===== config.mk =====
export PLATFORM = sky130hd
export DESIGN_NAME = mesh_edge_port_bank
export DESIGN_NICKNAME = d
export VERILOG_FILES = /design/src/rtl/mesh_edge_port_bank.sv
export SDC_FILE = /design/constraint.sdc
export NUM_CORES = 2
export LEC_CHECK = 0
export ABC_AREA = 1
export CORE_AREA = 2 2 734 736
export DETAILED_ROUTE_END_ITERATION = 7
export DIE_AREA = 0 0 736 738
export PLACE_DENSITY = 0.58
export SLEW_MARGIN = 20
export SYNTH_ARGS = -nofsm -noshare
export SYNTH_HDL_FRONTEND = slang
export SYNTH_SLANG_ARGS = --single-unit

===== constraint.sdc =====
create_clock -name clk -period 8.9 [get_ports clk]
set_input_delay 1.335 -clock clk [delete_from_list [all_inputs] [get_ports clk]]
set_output_delay 1.335 -clock clk [all_outputs]
set_load 0.005 [all_outputs]

===== src/rtl/mesh_edge_port_bank.sv =====
// mesh_edge_port_bank: per-edge-terminal ingress FIFOs feeding the mesh_gnrtr router ports.
// Optional macro PORT_STATS_EN adds saturating accepted/dropped packet counters per channel.
module mesh_edge_port_bank #(
  parameter int ROWS       = 4,
  parameter int COLUMS     = 4,
  parameter int pckg_sz    = 40,
  parameter int fifo_depth = 4,
  localparam int CHANNELS  = 2*ROWS + 2*COLUMS
) (
  input  logic                        clk,
  input  logic                        reset,
  input  logic [CHANNELS-1:0]         push,
  input  logic [CHANNELS*pckg_sz-1:0] data_in,
  output logic [CHANNELS-1:0]         full,
  output logic [CHANNELS-1:0]         overflow,
  output logic [CHANNELS-1:0]         reject,
  output logic [CHANNELS*pckg_sz-1:0] data_out_i_in,
  output logic [CHANNELS-1:0]         pndng_i_in,
  input  logic [CHANNELS-1:0]         popin,
  output logic [CHANNELS*16-1:0]      acc_cnt,
  output logic [CHANNELS*16-1:0]      drop_cnt
);
  localparam int AW = $clog2(fifo_depth);

  // Edge terminals are numbered top row, left column, bottom row, right column.
  function automatic logic [3:0] self_row(input int c);
    if (c < COLUMS)               return 4'd0;
    else if (c < COLUMS + ROWS)   return 4'(c - COLUMS + 1);
    else if (c < 2*COLUMS + ROWS) return 4'(ROWS + 1);
    else                          return 4'(c - 2*COLUMS - ROWS + 1);
  endfunction

  function automatic logic [3:0] self_col(input int c);
    if (c < COLUMS)               return 4'(c + 1);
    else if (c < COLUMS + ROWS)   return 4'd0;
    else if (c < 2*COLUMS + ROWS) return 4'(c - COLUMS - ROWS + 1);
    else                          return 4'(COLUMS + 1);
  endfunction

`ifdef PORT_STATS_EN
  function automatic logic [15:0] sat_inc(input logic [15:0] v, input logic en);
    return (en && v != 16'hFFFF) ? v + 16'd1 : v;
  endfunction
`endif

  for (genvar c = 0; c < CHANNELS; c++) begin : g_ch
    localparam logic [3:0] SELF_ROW = self_row(c);
    localparam logic [3:0] SELF_COL = self_col(c);

    logic [pckg_sz-1:0] mem [fifo_depth];
    logic [pckg_sz-1:0] din, dout_q, head_nxt;
    logic [AW-1:0]      rd_ptr, wr_ptr, rd_nxt;
    logic [AW:0]        count, count_nxt;
    logic               full_q, pndng_q, ovf_q, rej_q;
    logic               self_hit, pop_eff, acc, ovf_hit, rej_hit;

    assign din      = data_in[c*pckg_sz +: pckg_sz];
    assign self_hit = (din[pckg_sz-9 -: 4] == SELF_ROW) && (din[pckg_sz-13 -: 4] == SELF_COL);
    assign pop_eff  = popin[c] && pndng_q;
    assign acc      = push[c] && (!full_q || popin[c]) && !self_hit;
    assign rej_hit  = push[c] && self_hit;
    assign ovf_hit  = push[c] && !self_hit && full_q && !popin[c];

    assign rd_nxt    = rd_ptr + AW'(pop_eff);
    assign count_nxt = count + (AW+1)'(acc) - (AW+1)'(pop_eff);

    // The new head is the pushed word only when the queue drains to it this cycle.
    always_comb begin
      head_nxt = dout_q;
      if (count_nxt != '0)
        head_nxt = (acc && wr_ptr == rd_nxt) ? din : mem[rd_nxt];
    end

    always_ff @(posedge clk) begin
      if (acc) mem[wr_ptr] <= din;
    end

    always_ff @(posedge clk or negedge reset) begin
      if (!reset) begin
        rd_ptr  <= '0;
        wr_ptr  <= '0;
        count   <= '0;
        full_q  <= 1'b0;
        pndng_q <= 1'b0;
        ovf_q   <= 1'b0;
        rej_q   <= 1'b0;
        dout_q  <= '0;
      end else begin
        rd_ptr  <= rd_nxt;
        wr_ptr  <= wr_ptr + AW'(acc);
        count   <= count_nxt;
        full_q  <= (count_nxt == (AW+1)'(fifo_depth));
        pndng_q <= (count_nxt != '0);
        ovf_q   <= ovf_q | ovf_hit;
        rej_q   <= rej_q | rej_hit;
        dout_q  <= head_nxt;
      end
    end

    assign full[c]                               = full_q;
    assign pndng_i_in[c]                         = pndng_q;
    assign overflow[c]                           = ovf_q;
    assign reject[c]                             = rej_q;
    assign data_out_i_in[c*pckg_sz +: pckg_sz]   = dout_q;

`ifdef PORT_STATS_EN
    logic [15:0] acc_q, drop_q;

    always_ff @(posedge clk or negedge reset) begin
      if (!reset) begin
        acc_q  <= '0;
        drop_q <= '0;
      end else begin
        acc_q  <= sat_inc(acc_q, acc);
        drop_q <= sat_inc(drop_q, ovf_hit || rej_hit);
      end
    end

    assign acc_cnt[c*16 +: 16]  = acc_q;
    assign drop_cnt[c*16 +: 16] = drop_q;
`else
    assign acc_cnt[c*16 +: 16]  = '0;
    assign drop_cnt[c*16 +: 16] = '0;
`endif
  end

endmodule


==> qor.json <==
{
  "tritoncts": {"value": "yes"},
  "fmaxAchievable": {"value": 184, "unit": "MHz"},
  "detailroute.via_count": {"value": 102000},
  "maxSlewHeadroom": {"value": 26.8, "unit": "%"},
  "pin_count": {"value": 1890},
  "initial_antenna_violation_count": {"value": 166},
  "vias_in_the_first_global_route": {"value": 93200},
  "async_flop_share": {"value": 24.2, "unit": "%"},
  "cap_viol_max_count": {"value": 0},
  "rsz0062_at_grt": {"value": "no"},
  "die_height": {"value": 738, "unit": "um"},
  "dp_worst_setup_slack": {"value": 2510, "unit": "ps"},
  "postRouteAntennaNets": {"value": 0},
  "finalSetupViolCount": {"value": 0},
  "grt_pass1_wl": {"value": 636000, "unit": "um"},
  "timing.final.crit_share": {"value": 60.9, "unit": "%"},
  "setup.worst_path.class": {"value": "in2reg"},
  "max_fo_critical_path": {"value": 43},
  "die-area": {"value": 0.543, "unit": "mm^2"},
  "max_ir_drop_vdd": {"value": 0.321, "unit": "mV"},
  "num_rows": {"value": 269},
  "timing.setup.tns": {"value": 0, "unit": "ps"},
  "multi_input_comb_area": {"value": 0.0372, "unit": "mm^2"},
  "timing.critical_path.buf_inv": {"value": 7},
  "start_util": {"value": 27.6, "unit": "%"},
  "cp-end-kind": {"value": "flip-flop"},
  "die_x": {"value": 736, "unit": "um"},
  "synth.lib_cells_used.distinct": {"value": 29},
  "postSynthRegisterBits": {"value": 3376},
  "fillerInstances": {"value": 53300},
  "top_cells_by_area_in_the_synthesized_netlist": {"value": "sky130_fd_sc_hd__edfxtp_1 52%, sky130_fd_sc_hd__dfrtp_1 14%, sky130_fd_sc_hd__nand2_1 10%"},
  "drtPass1Iterations": {"value": 5},
  "drcViolationCount": {"value": 0},
  "timing_worst_slew_pin_value": {"value": 1100, "unit": "ps"},
  "post_drt_wl_per_cell": {"value": 19.0, "unit": "um"},
  "synth_most_common_cell": {"value": "sky130_fd_sc_hd__nand2_1"},
  "yosys_warnings": {"value": 0},
  "timing.critical_path.from_type": {"value": "input pin"},
  "synthDominantCellAreaShare": {"value": 52.0, "unit": "%"},
  "hold_viol": {"value": 0},
  "drt-initial-drc-count": {"value": 7801},
  "cp_top_family": {"value": "buffers and inverters"},
  "gr-total-overflow": {"value": 0},
  "grt_max_degree": {"value": 129},
  "ctsLongestPathBuffers": {"value": 4},
  "wirelength": {"value": 441000, "unit": "um"},
  "final.min_clock_period": {"value": 5420, "unit": "ps"},
  "areaGrowthSynthToFinish": {"value": 21.5, "unit": "%"},
  "hold_buffers": {"value": 0},
  "finalWeightedCongestion": {"value": 0.856},
  "num-nets-final": {"value": 16500},
  "crit_path_cell_trace": {"value": "clkdlybuf4s50_1 -> nor2_1 -> nand2_1 -> nor2_1 -> nor2_4 -> buf_4 -> inv_1 -> ha_1 -> inv_1 -> ha_1 -> inv_1 -> fa_1 -> xor2_1 -> xnor2_4 -> buf_4 -> nand2_1 -> buf_4 -> nand3_1 -> nand2_1"},
  "clkSinkCount": {"value": 3376},
  "synth-edff-count": {"value": 2560},
  "critical-path-slowest-cell": {"value": "sky130_fd_sc_hd__clkdlybuf4s50_1"},
  "primary_flip_flop_cell_chosen_by_synthesis_mapping": {"value": "sky130_fd_sc_hd__edfxtp_1"},
  "fin_worst_skew": {"value": 109, "unit": "ps"},
  "ratio_of_cells_with_drive_above_1_in_the_final_layout": {"value": 5.67, "unit": "%"},
  "leakage_power_of_the_design": {"value": 74.9, "unit": "nW"},
  "critical_path_arrival": {"value": 6220, "unit": "ps"},
  "layout.area.seq": {"value": 0.0973, "unit": "mm^2"},
  "synth.top_cells.by_count": {"value": "4003 x sky130_fd_sc_hd__nand2_1, 2560 x sky130_fd_sc_hd__edfxtp_1, 2169 x sky130_fd_sc_hd__inv_1, 1673 x sky130_fd_sc_hd__o21ai_0, 1397 x sky130_fd_sc_hd__nand3_1"},
  "synth_largest_area_cell": {"value": "sky130_fd_sc_hd__edfxtp_1"},
  "hpwlAfterDp": {"value": 290000, "unit": "um"},
  "core_region_area": {"value": 0.535, "unit": "mm^2"},
  "cts_inserted_buffers": {"value": 371},
  "io_buffers": {"value": 1377},
  "cts.repair_timing.setup_buffer_count": {"value": 0},
  "synthesis.instances": {"value": 14600},
  "seq_total_area_yosys": {"value": 65.9, "unit": "%"},
  "final.setup.worst_slack": {"value": 3480, "unit": "ps"},
  "worst-endpoint-required": {"value": 9690, "unit": "ps"},
  "cp_slowest_stage_delay": {"value": 620, "unit": "ps"},
  "mappedNetlistArea": {"value": 0.148, "unit": "mm^2"},
  "vias_per_cell": {"value": 4.39},
  "pwr_density_cell": {"value": 374, "unit": "mW/mm^2"},
  "clock_insertion_delay_worst_skew": {"value": 1010, "unit": "ps"},
  "grt_usage": {"value": 15.5, "unit": "%"},
  "share_of_the_core_filled_with_cells_in_the_final_layout": {"value": 33.5, "unit": "%"},
  "cts.reportedPaths.clkPinSlew": {"value": 50, "unit": "ps"},
  "status": {"value": "finished clean"},
  "syn_area_per_cell": {"value": 10.1, "unit": "um^2"},
  "hold_path.class": {"value": "in2async"},
  "clockRootBuffer": {"value": "sky130_fd_sc_hd__clkbuf_16"},
  "timing.final.max_slew_violations": {"value": 0},
  "post_cts_sizing": {"value": 0},
  "max_h_tree_level": {"value": 5}
}
[cell usage in the layout (no fill, tap or decap), types with 16 or more instances in the layout]
cell type	netlist	final
sky130_fd_sc_hd__nand2_1	4003	3988
sky130_fd_sc_hd__inv_1	2169	2162
sky130_fd_sc_hd__xor2_1	32	32
sky130_fd_sc_hd__ha_1	62	46
sky130_fd_sc_hd__nand2_2	13	27
sky130_fd_sc_hd__clkinv_1	2	37
sky130_fd_sc_hd__clkinv_16	0	21
sky130_fd_sc_hd__clkbuf_16	0	371
sky130_fd_sc_hd__ha_4	0	16
sky130_fd_sc_hd__clkbuf_8	0	42
sky130_fd_sc_hd__nor2_4	8	33
sky130_fd_sc_hd__clkinv_2	0	63
sky130_fd_sc_hd__xnor2_1	16	16
sky130_fd_sc_hd__fa_1	16	16
sky130_fd_sc_hd__conb_1	1	512
sky130_fd_sc_hd__a21o_1	16	16
sky130_fd_sc_hd__buf_4	592	188
sky130_fd_sc_hd__edfxtp_1	2560	2560
sky130_fd_sc_hd__o21ai_1	250	250
sky130_fd_sc_hd__diode_2	0	101
sky130_fd_sc_hd__nand3_1	1397	1393
sky130_fd_sc_hd__bufinv_16	0	31
sky130_fd_sc_hd__clkdlybuf4s50_1	0	1376
sky130_fd_sc_hd__dfrtp_1	816	816
sky130_fd_sc_hd__nor2_1	105	86
sky130_fd_sc_hd__clkbuf_1	399	106
sky130_fd_sc_hd__nor3_2	0	56
sky130_fd_sc_hd__o21ai_0	1673	1673
[final timing paths]
kind / endpoint / cells after the start / from / slack, ps
max in group asynchronous: g_ch[2].dout_q[4] / 3 / reset / 6310
min in group clk: g_ch[6].rej_q / 1 / g_ch[6].rej_q / 460
max: g_ch[2].dout_q[4] / 19 / data_in[106] / 3480
max reg2reg: g_ch[2].dout_q[4] / 17 / g_ch[2].full_q / 4160
min reg2reg: g_ch[6].rej_q / 1 / g_ch[6].rej_q / 460
min: g_ch[14].dout_q[24] / 1 / reset / 410
[layout make-up]
type                    count  area share [%]
diodes                    101           0.141
clock buffers             519            5.72
clock inverters           176            1.26
inverters                2171            4.54
multi-input cells        8213            20.7
flip-flops and latches   3376            54.2
well taps                7046            4.91
repair buffers           1570            8.51
[power by group]
part	leakage (nW)	internal [mW]	switching [mW]
Combinational	36.0	9.41	18.5
Sequential	32.9	21.6	1.97
Clock	6.06	9.05	6.64
[flip-flops by register name, indices dropped and copies added, names as in the netlist]
name,count
g_ch.rd_ptr,32
g_ch.pndng_q,16
g_ch.mem,2560
g_ch.wr_ptr,32
g_ch.dout_q,640
g_ch.ovf_q,16
g_ch.full_q,16
g_ch.rej_q,16
g_ch.count,48
[logic make-up after synthesis]
family / count (synthesis) / synth area share, %
buf+inv: 3491 / 10.8
compound gates: 1967 / 6.74
simple gates: 5606 / 15.6
flops: 3376 / 65.9
xor+xnor: 50 / 0.307
other cells: 1 / 0.00254
fa+ha+maj: 78 / 0.742
[stage by stage]
stage	cell area, um^2	hold slack [ps]	total power [mW]	cells
2_1_floorplan	150000	429	40.9	15100
3_3_place_gp	167000	442	51.7	22400
3_5_place_dp	167000	446	52.1	22400
4_1_cts	179000	337	68.0	23100
5_1_grt	179000	378	72.0	23200
6_report	180000	414	67.2	23200
[per-layer routing]
metal	track usage (%)	wire, um	up-vias
li1	-	-	48800
met4	8.29	23300	72
met1	18.8	176000	48900
met3	3.21	28200	816
met5	0	466	-
met2	25.8	213000	3158
(Power assumes the default switching activity.)
